## config.mk

```make
export PLATFORM = sky130hd
export DESIGN_NAME = bp_me_cce_mem_cmd_serializer
export DESIGN_NICKNAME = d
export VERILOG_FILES = /design/src/rtl/bp_me_pkg.sv /design/src/rtl/bp_me_beat_mux.sv /design/src/rtl/bp_me_cce_mem_cmd_serializer.sv
export SDC_FILE = /design/constraint.sdc
export NUM_CORES = 1
export LEC_CHECK = 0
export BUFFER_PORTS_ARGS = -buffer_cell sky130_fd_sc_hd__buf_2
export CORE_ASPECT_RATIO = 1.5
export CORE_MARGIN = 2
export CORE_UTILIZATION = 25
export CTS_CLUSTER_DIAMETER = 40
export DETAILED_ROUTE_END_ITERATION = 8
export SLEW_MARGIN = 20
export SYNTH_ARGS = -nofsm -noshare
export SYNTH_HDL_FRONTEND = slang
export SYNTH_SLANG_ARGS = --single-unit
```

## constraint.sdc

```tcl
create_clock -name clk_i -period 40.2 [get_ports clk_i]
set_clock_uncertainty 0.15 [all_clocks]
set_input_delay 2.01 -clock clk_i [delete_from_list [all_inputs] [get_ports clk_i]]
set_output_delay 2.01 -clock clk_i [all_outputs]
set_load 0.05 [all_outputs]
```

## src/rtl/bp_me_pkg.sv

```systemverilog
// ============================================================================
// bp_me_pkg: CCE-to-memory message types, config constants, serializer helpers.
// Revision: 1.0
// ============================================================================
`default_nettype none

package bp_me_pkg;

    localparam int c_paddr_width     = 40;
    localparam int c_cce_block_width = 512;
    localparam int c_lce_id_width    = 4;
    localparam int c_lce_assoc       = 8;
    localparam int c_way_id_width    = $clog2(c_lce_assoc);

    typedef enum logic [3:0] {
        e_cce_mem_rd    = 4'b0000,
        e_cce_mem_wr    = 4'b0001,
        e_cce_mem_uc_rd = 4'b0010,
        e_cce_mem_uc_wr = 4'b0011,
        e_cce_mem_pre   = 4'b0100,
        e_cce_mem_amo   = 4'b0101
    } bp_cce_mem_cmd_type_e;

    typedef enum logic [2:0] {
        e_mem_size_1  = 3'd0,
        e_mem_size_2  = 3'd1,
        e_mem_size_4  = 3'd2,
        e_mem_size_8  = 3'd3,
        e_mem_size_16 = 3'd4,
        e_mem_size_32 = 3'd5,
        e_mem_size_64 = 3'd6
    } bp_mem_size_e;

    typedef struct packed {
        logic                      amo_no_return;
        logic                      speculative;
        logic                      uncached;
        logic                      prefetch;
        logic [2:0]                state;
        logic [c_way_id_width-1:0] way_id;
        logic [c_lce_id_width-1:0] did;
        logic [c_lce_id_width-1:0] lce_id;
    } bp_cce_mem_payload_s;

    typedef struct packed {
        bp_cce_mem_payload_s       payload;
        bp_mem_size_e              size;
        logic [c_paddr_width-1:0]  addr;
        bp_cce_mem_cmd_type_e      msg_type;
    } bp_cce_mem_msg_header_s;

    // Data sits above the header, so the header occupies the low bits of the message.
    typedef struct packed {
        logic [c_cce_block_width-1:0] data;
        bp_cce_mem_msg_header_s       header;
    } bp_cce_mem_msg_s;

    localparam int c_cce_mem_msg_width = $bits(bp_cce_mem_msg_s);
    localparam int c_hdr_width         = $bits(bp_cce_mem_msg_header_s);

    typedef enum logic [1:0] {
        e_ready  = 2'd0,
        e_header = 2'd1,
        e_data   = 2'd2
    } bp_me_ser_state_e;

    function automatic int unsigned bp_me_data_beats(
        input bp_cce_mem_cmd_type_e msg_type,
        input bp_mem_size_e         size,
        input int unsigned          link_width
    );
        int unsigned bits;
        bits = 32'd8 << size;
        if ((msg_type != e_cce_mem_wr) && (msg_type != e_cce_mem_uc_wr)) begin
            return 0;
        end
        return (bits <= link_width) ? 1 : bits / link_width;
    endfunction

endpackage

`default_nettype wire

```

## src/rtl/bp_me_beat_mux.sv

```systemverilog
// ============================================================================
// bp_me_beat_mux: selects the BEAT_WIDTH slice at a beat index from a wide vector.
// Revision: 1.0
// ============================================================================
`default_nettype none

module bp_me_beat_mux #(
    parameter int VEC_WIDTH  = 512,
    parameter int BEAT_WIDTH = 64,
    parameter int IDX_WIDTH  = 4
) (
    input  logic [VEC_WIDTH-1:0]  vec_i,
    input  logic [IDX_WIDTH-1:0]  idx_i,
    output logic [BEAT_WIDTH-1:0] beat_o
);

    localparam int c_num_beats = VEC_WIDTH / BEAT_WIDTH;

    logic [c_num_beats-1:0][BEAT_WIDTH-1:0] w_beats;

    assign w_beats = vec_i;

    // Out-of-range indices yield zero rather than wrapping.
    always_comb begin
        beat_o = '0;
        for (int i = 0; i < c_num_beats; i++) begin
            if (idx_i == IDX_WIDTH'(i)) begin
                beat_o = w_beats[i];
            end
        end
    end

endmodule

`default_nettype wire

```

## src/rtl/bp_me_cce_mem_cmd_serializer.sv

```systemverilog
// ============================================================================
// bp_me_cce_mem_cmd_serializer: streams one CCE mem command as header + data beats.
// Revision: 1.0
// ============================================================================
`default_nettype none

module bp_me_cce_mem_cmd_serializer
    import bp_me_pkg::*;
#(
    parameter int LINK_DATA_WIDTH = 64
) (
    input  logic                           clk_i,
    input  logic                           reset_n_i,
    input  logic [c_cce_mem_msg_width-1:0] mem_cmd_i,
    input  logic                           mem_cmd_v_i,
    output logic                           mem_cmd_ready_o,
    output logic [LINK_DATA_WIDTH-1:0]     link_data_o,
    output logic                           link_v_o,
    output logic                           link_last_o,
    input  logic                           link_ready_i
);

    localparam int c_hdr_beats   = (c_hdr_width + LINK_DATA_WIDTH - 1) / LINK_DATA_WIDTH;
    localparam int c_blk_beats   = c_cce_block_width / LINK_DATA_WIDTH;
    localparam int c_max_beats   = (c_hdr_beats > c_blk_beats) ? c_hdr_beats : c_blk_beats;
    localparam int c_cnt_width   = $clog2(c_max_beats + 1);
    localparam int c_hdr_ext_w   = c_hdr_beats * LINK_DATA_WIDTH;

    bp_me_ser_state_e             state_q;
    bp_cce_mem_msg_s              msg_q;
    logic [c_cnt_width-1:0]       cnt_q;
    logic                         ready_q;
    logic                         link_v_q;
    logic                         link_last_q;
    logic [LINK_DATA_WIDTH-1:0]   link_data_q;

    bp_cce_mem_msg_s              w_src;
    logic                         w_accept;
    logic                         w_handshake;
    logic [c_cnt_width-1:0]       w_src_beats;
    logic [c_cnt_width-1:0]       w_hdr_idx;
    logic [c_cnt_width-1:0]       w_data_idx;
    logic                         w_hdr_done;
    logic                         w_data_done;
    logic                         w_hdr_next_last;
    logic                         w_data_next_last;
    logic [c_hdr_ext_w-1:0]       w_hdr_ext;
    logic [LINK_DATA_WIDTH-1:0]   w_hdr_beat;
    logic [LINK_DATA_WIDTH-1:0]   w_data_beat;
    logic [LINK_DATA_WIDTH-1:0]   w_data_mask;
    int unsigned                  w_beat_bits;

    assign w_accept    = mem_cmd_v_i & ready_q;
    assign w_handshake = link_v_q & link_ready_i;

    // In e_ready the first header beat is prepared straight from the input so it
    // is registered onto the link at the accept edge.
    assign w_src       = (state_q == e_ready) ? bp_cce_mem_msg_s'(mem_cmd_i) : msg_q;
    assign w_src_beats = c_cnt_width'(bp_me_data_beats(w_src.header.msg_type,
                                                       w_src.header.size,
                                                       LINK_DATA_WIDTH));

    assign w_hdr_idx   = (state_q == e_ready) ? '0 : cnt_q + 1'b1;
    assign w_data_idx  = (state_q == e_data)  ? cnt_q + 1'b1 : '0;
    assign w_hdr_done  = (cnt_q == c_cnt_width'(c_hdr_beats - 1));
    assign w_data_done = (cnt_q == w_src_beats - 1'b1);

    assign w_hdr_next_last  = (w_hdr_idx == c_cnt_width'(c_hdr_beats - 1)) && (w_src_beats == '0);
    assign w_data_next_last = (w_data_idx == w_src_beats - 1'b1);

    always_comb begin
        w_hdr_ext                  = '0;
        w_hdr_ext[c_hdr_width-1:0] = w_src.header;
    end

    always_comb begin
        w_beat_bits = 32'd8 << w_src.header.size;
        for (int unsigned i = 0; i < LINK_DATA_WIDTH; i++) begin
            w_data_mask[i] = (i < w_beat_bits);
        end
    end

    bp_me_beat_mux #(
        .VEC_WIDTH  (c_hdr_ext_w),
        .BEAT_WIDTH (LINK_DATA_WIDTH),
        .IDX_WIDTH  (c_cnt_width)
    ) u_hdr_mux (
        .vec_i  (w_hdr_ext),
        .idx_i  (w_hdr_idx),
        .beat_o (w_hdr_beat)
    );

    bp_me_beat_mux #(
        .VEC_WIDTH  (c_cce_block_width),
        .BEAT_WIDTH (LINK_DATA_WIDTH),
        .IDX_WIDTH  (c_cnt_width)
    ) u_data_mux (
        .vec_i  (w_src.data),
        .idx_i  (w_data_idx),
        .beat_o (w_data_beat)
    );

    always_ff @(posedge clk_i) begin
        if (w_accept) begin
            msg_q <= bp_cce_mem_msg_s'(mem_cmd_i);
        end
    end

    always_ff @(posedge clk_i or negedge reset_n_i) begin
        if (!reset_n_i) begin
            state_q     <= e_ready;
            cnt_q       <= '0;
            ready_q     <= 1'b0;
            link_v_q    <= 1'b0;
            link_last_q <= 1'b0;
            link_data_q <= '0;
        end else begin
            case (state_q)
                e_ready: begin
                    ready_q <= 1'b1;
                    if (w_accept) begin
                        state_q     <= e_header;
                        cnt_q       <= '0;
                        ready_q     <= 1'b0;
                        link_v_q    <= 1'b1;
                        link_data_q <= w_hdr_beat;
                        link_last_q <= w_hdr_next_last;
                    end
                end
                e_header: begin
                    if (w_handshake) begin
                        if (!w_hdr_done) begin
                            cnt_q       <= cnt_q + 1'b1;
                            link_data_q <= w_hdr_beat;
                            link_last_q <= w_hdr_next_last;
                        end else if (w_src_beats != '0) begin
                            state_q     <= e_data;
                            cnt_q       <= '0;
                            link_data_q <= w_data_beat & w_data_mask;
                            link_last_q <= w_data_next_last;
                        end else begin
                            state_q     <= e_ready;
                            cnt_q       <= '0;
                            ready_q     <= 1'b1;
                            link_v_q    <= 1'b0;
                            link_last_q <= 1'b0;
                            link_data_q <= '0;
                        end
                    end
                end
                e_data: begin
                    if (w_handshake) begin
                        if (!w_data_done) begin
                            cnt_q       <= cnt_q + 1'b1;
                            link_data_q <= w_data_beat;
                            link_last_q <= w_data_next_last;
                        end else begin
                            state_q     <= e_ready;
                            cnt_q       <= '0;
                            ready_q     <= 1'b1;
                            link_v_q    <= 1'b0;
                            link_last_q <= 1'b0;
                            link_data_q <= '0;
                        end
                    end
                end
                default: begin
                    state_q <= e_ready;
                    cnt_q   <= '0;
                end
            endcase
        end
    end

    assign mem_cmd_ready_o = ready_q;
    assign link_v_o        = link_v_q;
    assign link_last_o     = link_last_q;
    assign link_data_o     = link_data_q;

endmodule

`default_nettype wire
```

==> impl_metrics.json, run 1 <==
{
  "fmax_ghz": 0.188,
  "final_cell_area_sq_um": 39300,
  "reg2reg_to": "link_data_o[40]$_DFFE_PN0P_",
  "grt_setup_unrepaired": "no",
  "drt_drc_violations_left": 0,
  "synth_nets": 2748,
  "cts_tree": "built",
  "post_drt_wl_per_cell_um": 27.5,
  "ctsResizeCount": 0,
  "synth.top_cell.area_share": 0.565,
  "relSlewSlack": 0.268,
  "net-switching-power_uw": 1010,
  "post_synth_instance_area_sq_um": 30700,
  "pin_count_of_the_biggest_net_entering_global_routing": 124,
  "cts_setup_buffers": 0,
  "max_cap_viol_count": 0,
  "worst_setup_path_startpoint": "mem_cmd_v_i",
  "total_global_routing_overflow": 0,
  "cp_cell_sequence": "buf_2 > nand2_1 > inv_8 > buf_4 > buf_4 > buf_4",
  "buffer_ports.inserted": 647,
  "ctsHoldBuffers": 0,
  "area_growth_pct": 27.9,
  "worst_slew_pin_slew_ns": 1.10,
  "ys_warn_count": 0,
  "report.final.slew_viol_count": 0,
  "core_area_sq_um": 122000,
  "tritoncts.num_buffers": 100,
  "clock_path_buffers": 3,
  "number_of_iterations_in_the_first_detailed_routing_pass": 5,
  "finalWeightedCongestion": 0.881,
  "reg2reg_depth": 9,
  "status": "complete, no violations",
  "antenna_left": 0,
  "cellLeakagePower_uw": 0.0155,
  "hold_violations": 0,
  "first_global_vias": 22748,
  "rr_startpoint": "state_q[0]$_DFFE_PN0P_",
  "synthArstFlopShare": 0.112,
  "number_of_cell_rows": 157,
  "i_o_pin_count": 648,
  "setup_total_negative_slack_ns": 0,
  "critical_path_class": "in -> reg",
  "hp-class": "reg -> reg",
  "clk_pin_slew_worst_paths_ns": 0.05,
  "wire_length_of_the_first_global_routing_pass_um": 172000,
  "final_net_count": 3387,
  "antenna_violations_before_repair": 99,
  "placed_wire_length_estimate_after_detailed_placement_um": 90900,
  "postSynth.topFlopCell": "sky130_fd_sc_hd__edfxtp_1",
  "clock_sink_count": 650,
  "synth_area_per_cell_sq_um": 14.2,
  "max_stage_delay_ns": 0.82,
  "n_fill_cell": 12190,
  "die-height_um": 433,
  "timing.critical_path.fanout_max": 123,
  "start_util": 0.252,
  "internal_uw": 1750,
  "synthTopCellsByArea": "sky130_fd_sc_hd__edfxtp_1 56%, sky130_fd_sc_hd__mux2i_1 14%, sky130_fd_sc_hd__dfrtp_1 6.0%",
  "totalWireLength_um": 124000,
  "worst-r2r-setup-slack_ns": 34.90,
  "final_layout_size_suffix_gt1_frac": 0.362,
  "critPathLaunchType": "input port",
  "timing.final.crit_share": 0.132,
  "power.share.clock": 0.324,
  "synth_sequential_area_ratio": 0.624,
  "vdd_ir_drop_max_mv": 0.0436,
  "drt-initial-drc-count": 1992,
  "setup_viol": 0,
  "synth_enable_flop_cells": 577,
  "cell_area_power_density_nw_per_um2": 70.5,
  "worst_setup_path_endpoint": "msg_q[225]$_DFFE_PP_",
  "crit_top_cell": "sky130_fd_sc_hd__buf_4",
  "p_sw_frac": 0.366,
  "comb_power_share": 0.346,
  "critPathSlowestCell": "sky130_fd_sc_hd__buf_4",
  "via_per_inst": 4.95,
  "clock_latency_on_the_worst_skew_pair_ns": 0.74,
  "yosys_register_bits": 650,
  "cts-root-buf": "sky130_fd_sc_hd__clkbuf_16",
  "timing.critical_path.required_ns": 40.40,
  "seq_power_share": 0.330,
  "synth_top_area_cell": "sky130_fd_sc_hd__edfxtp_1",
  "cts_htree_levels": 3,
  "finish.utilization": 0.322,
  "crit_path_end_kind": "register",
  "synthDistinctLibCells": 73,
  "layout_min_cycle_time_ns": 5.31,
  "die_x_um": 290,
  "synth_cells": 2159,
  "route.vias.total": 22365,
  "fp.dieArea_sq_um": 126000,
  "crit_arrival_ns": 5.51,
  "global_route.usage.total": 0.192,
  "postPlaceCellArea_sq_um": 35700
}
[stage by stage]
step	hold WS (ns)	total power, uW	setup WS (ns)	instances
after floorplan	0.379	1640	25.94	2159
after global placement	0.320	1880	34.22	4285
after detailed placement	0.323	1890	34.18	4285
after CTS	0.337	2790	34.78	4473
after global routing	0.357	2880	34.54	4505
final	0.332	2770	34.89	4522
[cell usage in the layout, fill, tap and decap left out, types with 17 or more instances in the layout]
cell / count
sky130_fd_sc_hd__nor3_1: 78
sky130_fd_sc_hd__a211o_1: 18
sky130_fd_sc_hd__o221ai_1: 35
sky130_fd_sc_hd__inv_6: 20
sky130_fd_sc_hd__a211oi_1: 20
sky130_fd_sc_hd__dfrtp_1: 72
sky130_fd_sc_hd__mux2_2: 143
sky130_fd_sc_hd__edfxtp_1: 577
sky130_fd_sc_hd__o22ai_1: 79
sky130_fd_sc_hd__buf_4: 52
sky130_fd_sc_hd__diode_2: 48
sky130_fd_sc_hd__buf_2: 646
sky130_fd_sc_hd__o211ai_1: 26
sky130_fd_sc_hd__mux2i_1: 427
sky130_fd_sc_hd__a221oi_1: 25
sky130_fd_sc_hd__o21ai_0: 66
sky130_fd_sc_hd__o31ai_1: 17
sky130_fd_sc_hd__clkbuf_16: 104
sky130_fd_sc_hd__a21oi_1: 136
sky130_fd_sc_hd__nand2_1: 49
sky130_fd_sc_hd__nor2_1: 41
[cell usage after synthesis (3+ instances only)]
cell,count
sky130_fd_sc_hd__nor2b_1,14
sky130_fd_sc_hd__a31oi_1,7
sky130_fd_sc_hd__buf_1,5
sky130_fd_sc_hd__o221ai_1,35
sky130_fd_sc_hd__and3_1,3
sky130_fd_sc_hd__nand2_1,50
sky130_fd_sc_hd__and2_1,3
sky130_fd_sc_hd__a21oi_1,136
sky130_fd_sc_hd__ha_1,8
sky130_fd_sc_hd__nor3_1,78
sky130_fd_sc_hd__buf_6,3
sky130_fd_sc_hd__inv_1,9
sky130_fd_sc_hd__a22oi_1,15
sky130_fd_sc_hd__nand2b_1,9
sky130_fd_sc_hd__clkbuf_1,75
sky130_fd_sc_hd__nor4_1,3
sky130_fd_sc_hd__buf_4,8
sky130_fd_sc_hd__a221oi_1,25
sky130_fd_sc_hd__nand3_1,16
sky130_fd_sc_hd__buf_2,72
sky130_fd_sc_hd__a22o_1,4
sky130_fd_sc_hd__nor2_1,44
sky130_fd_sc_hd__nand4_1,7
sky130_fd_sc_hd__o32ai_1,3
sky130_fd_sc_hd__a221o_1,16
sky130_fd_sc_hd__a211o_1,18
sky130_fd_sc_hd__o21ai_0,66
sky130_fd_sc_hd__o22ai_1,79
sky130_fd_sc_hd__nor3b_1,3
sky130_fd_sc_hd__xor2_1,5
sky130_fd_sc_hd__mux2_2,143
sky130_fd_sc_hd__mux2i_1,427
sky130_fd_sc_hd__edfxtp_1,577
sky130_fd_sc_hd__o31ai_1,17
sky130_fd_sc_hd__a211oi_1,20
sky130_fd_sc_hd__a222oi_1,16
sky130_fd_sc_hd__o211ai_1,26
sky130_fd_sc_hd__dfrtp_1,73
[power groups by stage]
stage	logic, uW	clock network [uW]	registers (uW)
2_1_floorplan	597	0	1040
3_5_place_dp	964	0	926
6_report	957	895	913
4_1_cts	966	913	914
5_1_grt	1020	938	924
3_3_place_gp	954	0	924
[flip-flops by register name, indices dropped and copies added (netlist names)]
name / flops
mem_cmd_ready_o: 1
msg_q: 577
state_q: 2
link_last_o: 1
link_v_o: 1
cnt_q: 4
link_data_o: 64
[worst min-delay path by stage]
stage                                startpoint                           to  depth (start not counted)
floorplan                   msg_q[64]$_DFFE_PP_   link_data_o[0]$_DFFE_PN0P_                          2
global placement    link_data_o[33]$_DFFE_PN0P_  link_data_o[33]$_DFFE_PN0P_                          1
detailed placement  link_data_o[33]$_DFFE_PN0P_  link_data_o[33]$_DFFE_PN0P_                          1
CTS                 link_data_o[43]$_DFFE_PN0P_  link_data_o[43]$_DFFE_PN0P_                          2
global route        link_data_o[53]$_DFFE_PN0P_  link_data_o[53]$_DFFE_PN0P_                          1
finish              link_data_o[43]$_DFFE_PN0P_  link_data_o[43]$_DFFE_PN0P_                          2
[layout make-up]
type	count	area (sq um)	area share
tap	1590	1990	0.0507
clock buffer	117	2680	0.0683
clock inverter	71	752	0.0192
antenna	48	120	0.00306
sequential	650	19200	0.488
inverter	10	45.0	0.00115
timing repair buffer	700	3670	0.0935
multi-input combinational	1336	10800	0.276
[routing by layer]
layer,vias up,part of all wire,global-route usage
li1,10054,-,-
met5,-,0.0028,0
met4,54,0.049,0.106
met2,1003,0.48,0.319
met1,10961,0.39,0.229
met3,293,0.077,0.0471
[logic make-up after synthesis]
logic type               count (synthesis)  synth area share
multiplexers                           571             0.192
buffers and inverters                  173            0.0258
AND/OR/NAND/NOR                        244            0.0402
AO/OA/AOI/OAI                          506             0.112
adder cells (fa/ha/maj)                  8           0.00326
XOR/XNOR                                 7           0.00200
flip-flops                             650             0.624
[worst max-delay path, delay by kind of cell]
kind	cells	cell delay (ns)
AND/OR/NAND/NOR	1	0.17
buffers and inverters	5	3.10
Note: power is estimated with default switching activity, not from simulation.
==> run 2, diff against run 1 <==
Settings changed: ABC_AREA set to 1.
Clock period 40.2 ns to 4.3 ns, I/O delays scaled along.
==> impl_metrics.json, run 2 <==
{
  "most_common_cell_after_layout_fill_and_taps_aside": "sky130_fd_sc_hd__nand2_1",
  "setup_viol": 0,
  "mostFrequentLayoutCells": "1224 x sky130_fd_sc_hd__nand2_1, 646 x sky130_fd_sc_hd__buf_2, 601 x sky130_fd_sc_hd__dlygate4sd3_1",
  "total_global_routing_overflow": 0,
  "final_net_count": 5161,
  "power_uw": 33600,
  "timing.critical_path.required_ns": 4.73,
  "timing.critical_path.fanout_max": 15,
  "buffer_ports.inserted": 647,
  "clock_path_buffers": 3,
  "die_x_um": 293,
  "synth_cells": 3363,
  "worst_slew_pin_slew_ns": 1.05,
  "hold_violations": 0,
  "status": "complete, no violations",
  "post_drt_wl_per_cell_um": 23.1,
  "final_layout_size_suffix_gt1_frac": 0.231,
  "vdd_ir_drop_max_mv": 0.832,
  "ys_warn_count": 0,
  "synth_most_common_cell": "sky130_fd_sc_hd__nand2_1",
  "rr_startpoint": "state_q[0]$_DFFE_PN0P_",
  "timing.final.crit_share": 0.917,
  "area_growth_pct": 48.1,
  "relSlewSlack": 0.300,
  "drt_drc_violations_left": 0,
  "critical_path_class": "reg -> reg",
  "clock_sink_count": 650,
  "antenna_violations_before_repair": 62,
  "final_cell_area_sq_um": 46400,
  "cell_area_power_density_nw_per_um2": 724,
  "postSynth.topFlopCell": "sky130_fd_sc_hd__edfxtp_1",
  "yosys_register_bits": 650,
  "fp.dieArea_sq_um": 128000,
  "antenna_left": 0,
  "route.vias.total": 30103,
  "global_route.usage.total": 0.222,
  "via_per_inst": 4.76,
  "synth_enable_flop_cells": 577,
  "report.final.slew_viol_count": 0,
  "reg2reg_to": "mem_cmd_ready_o$_DFFE_PN0P_",
  "critPathLaunchType": "register",
  "pin_count_of_the_biggest_net_entering_global_routing": 185,
  "clock_latency_on_the_worst_skew_pair_ns": 0.72,
  "postPlaceCellArea_sq_um": 36500,
  "cts-root-buf": "sky130_fd_sc_hd__clkbuf_16",
  "post_synth_instance_area_sq_um": 31300,
  "synthTopCellsByArea": "sky130_fd_sc_hd__edfxtp_1 55%, sky130_fd_sc_hd__nand2_1 15%, sky130_fd_sc_hd__dfrtp_1 5.8%",
  "synth_sequential_area_ratio": 0.611,
  "cts_setup_buffers": 0,
  "reg2reg_depth": 17,
  "largest_reg_flops": 577,
  "wire_length_of_the_first_global_routing_pass_um": 209000,
  "n_fill_cell": 12262,
  "internal_uw": 17900,
  "start_util": 0.251,
  "totalWireLength_um": 146000,
  "clk_pin_slew_worst_paths_ns": 0.06,
  "first_global_vias": 30605,
  "cellLeakagePower_uw": 0.0192,
  "fmax_ghz": 0.254,
  "p_sw_frac": 0.467,
  "crit_arrival_ns": 4.37,
  "finish.utilization": 0.372,
  "core_area_sq_um": 125000,
  "synthArstFlopShare": 0.112,
  "net-switching-power_uw": 15700,
  "cts_tree": "built",
  "placed_wire_length_estimate_after_detailed_placement_um": 101000,
  "hp-class": "in -> reg",
  "cts_htree_levels": 3,
  "worst_setup_path_endpoint": "mem_cmd_ready_o$_DFFE_PN0P_",
  "number_of_cell_rows": 159,
  "register_with_the_most_flip_flops": "msg_q",
  "synthDistinctLibCells": 34,
  "tritoncts.num_buffers": 106,
  "grt_setup_unrepaired": "no",
  "die-height_um": 438,
  "synth_top_area_cell": "sky130_fd_sc_hd__edfxtp_1",
  "whs_ns": 0.0800,
  "number_of_iterations_in_the_first_detailed_routing_pass": 5,
  "synth.top_cell.area_share": 0.553,
  "drt-initial-drc-count": 2569,
  "finalWeightedCongestion": 0.904,
  "synth_area_per_cell_sq_um": 9.31,
  "crit_path_end_kind": "register",
  "worst_setup_path_startpoint": "state_q[0]$_DFFE_PN0P_",
  "max_cap_viol_count": 0,
  "post_synth_most_frequent_cells": "1225 x sky130_fd_sc_hd__nand2_1, 577 x sky130_fd_sc_hd__edfxtp_1, 356 x sky130_fd_sc_hd__nor2_1",
  "synth_nets": 3952,
  "comb_power_share": 0.464,
  "seq_power_share": 0.271,
  "power.share.clock": 0.265,
  "worst-r2r-setup-slack_ns": 0.36,
  "i_o_pin_count": 648,
  "layout_min_cycle_time_ns": 3.94
}
run 2: per-layer routing:
metal | share of wire | routed length [um] | GRT usage | up-vias
met3 | 0.066 | 9690 | 0.0421 | 348
met1 | 0.38 | 54900 | 0.252 | 14368
met4 | 0.054 | 7880 | 0.119 | 42
li1 | - | - | - | 14035
met2 | 0.50 | 73400 | 0.392 | 1310
met5 | 0.0017 | 244 | 0 | -
run 2: worst min path at each step:
stage          cells after the start      startpoint  slack, ns                           to
2_1_floorplan                      0       reset_n_i      -0.23         cnt_q[0]$_DFFE_PN0P_
3_3_place_gp                       1       reset_n_i       0.20  link_data_o[51]$_DFFE_PN0P_
3_5_place_dp                       1       reset_n_i       0.22  link_data_o[31]$_DFFE_PN0P_
4_1_cts                            2  mem_cmd_i[382]      0.001         msg_q[382]$_DFFE_PP_
5_1_grt                            2  mem_cmd_i[425]       0.04         msg_q[425]$_DFFE_PP_
6_report                           2   mem_cmd_i[10]       0.08          msg_q[10]$_DFFE_PP_
run 2: worst max-delay path, stage by stage, from the launching register on:
cell and delay (ns):
sky130_fd_sc_hd__dfrtp_1 0.40, sky130_fd_sc_hd__inv_1 0.16, sky130_fd_sc_hd__ha_4 0.34, sky130_fd_sc_hd__o21ai_0 0.25, sky130_fd_sc_hd__nor2_4 0.29, sky130_fd_sc_hd__nand2_1 0.17, sky130_fd_sc_hd__ha_1 0.38, sky130_fd_sc_hd__xor2_1 0.16
sky130_fd_sc_hd__nand3_1 0.09, sky130_fd_sc_hd__nor2_1 0.13, sky130_fd_sc_hd__nand2_2 0.09, sky130_fd_sc_hd__nand2_4 0.11, sky130_fd_sc_hd__o21ai_2 0.13, sky130_fd_sc_hd__nor2_1 0.15, sky130_fd_sc_hd__nand3_1 0.11, sky130_fd_sc_hd__nand2_1 0.07
sky130_fd_sc_hd__o21ai_0 0.07, sky130_fd_sc_hd__dlygate4sd3_1 0.56
run 2: per-stage QoR:
step	setup TNS (ns)	worst slack, ns	std cells
6_report	0	0.355	6321
2_1_floorplan	-3674.07	-6.51	3363
4_1_cts	0	0.392	6273
3_5_place_dp	0	0.626	5472
3_3_place_gp	0	0.633	5472
5_1_grt	0	0.0617	6303
run 2: layout make-up:
cell class	instances	area [sq um]	share of cell area
inverters	34	139	0.00299
clock buffers	115	2780	0.0600
flip-flops and latches	650	19200	0.413
clock inverters	84	891	0.0192
well taps	1610	2010	0.0434
multi-input cells	2462	11200	0.242
diodes	48	120	0.00259
repair buffers	1318	10000	0.216
run 2: cell families (layout without fill, tap and decap cells):
family	Yosys count	after routing	share of synthesized area
other	0	48	0
and+or+nand+nor	1956	1956	0.260
buffers and inverters	251	1551	0.0327
AOI/OAI and AO/OA	492	492	0.0908
adders and majority gates	8	8	0.00320
muxes	2	2	0.000639
xor gates and xnor gates	4	4	0.00112
DFF	650	650	0.611
run 2: power groups by stage:
stage               sequential [uW]  combinational (uW)  clock, uW
floorplan                     10600                8120          0
global placement               9180               15300          0
detailed placement             9200               15300          0
CTS                            9100               15800       9050
global route                   9210               17000       9290
finish                         9110               15600       8890
run 2: timing repair:
action,4_1_cts,5_1_grt
endpoints found under the hold margin,690,0
resized for setup,0,0
hold buffers,602,0
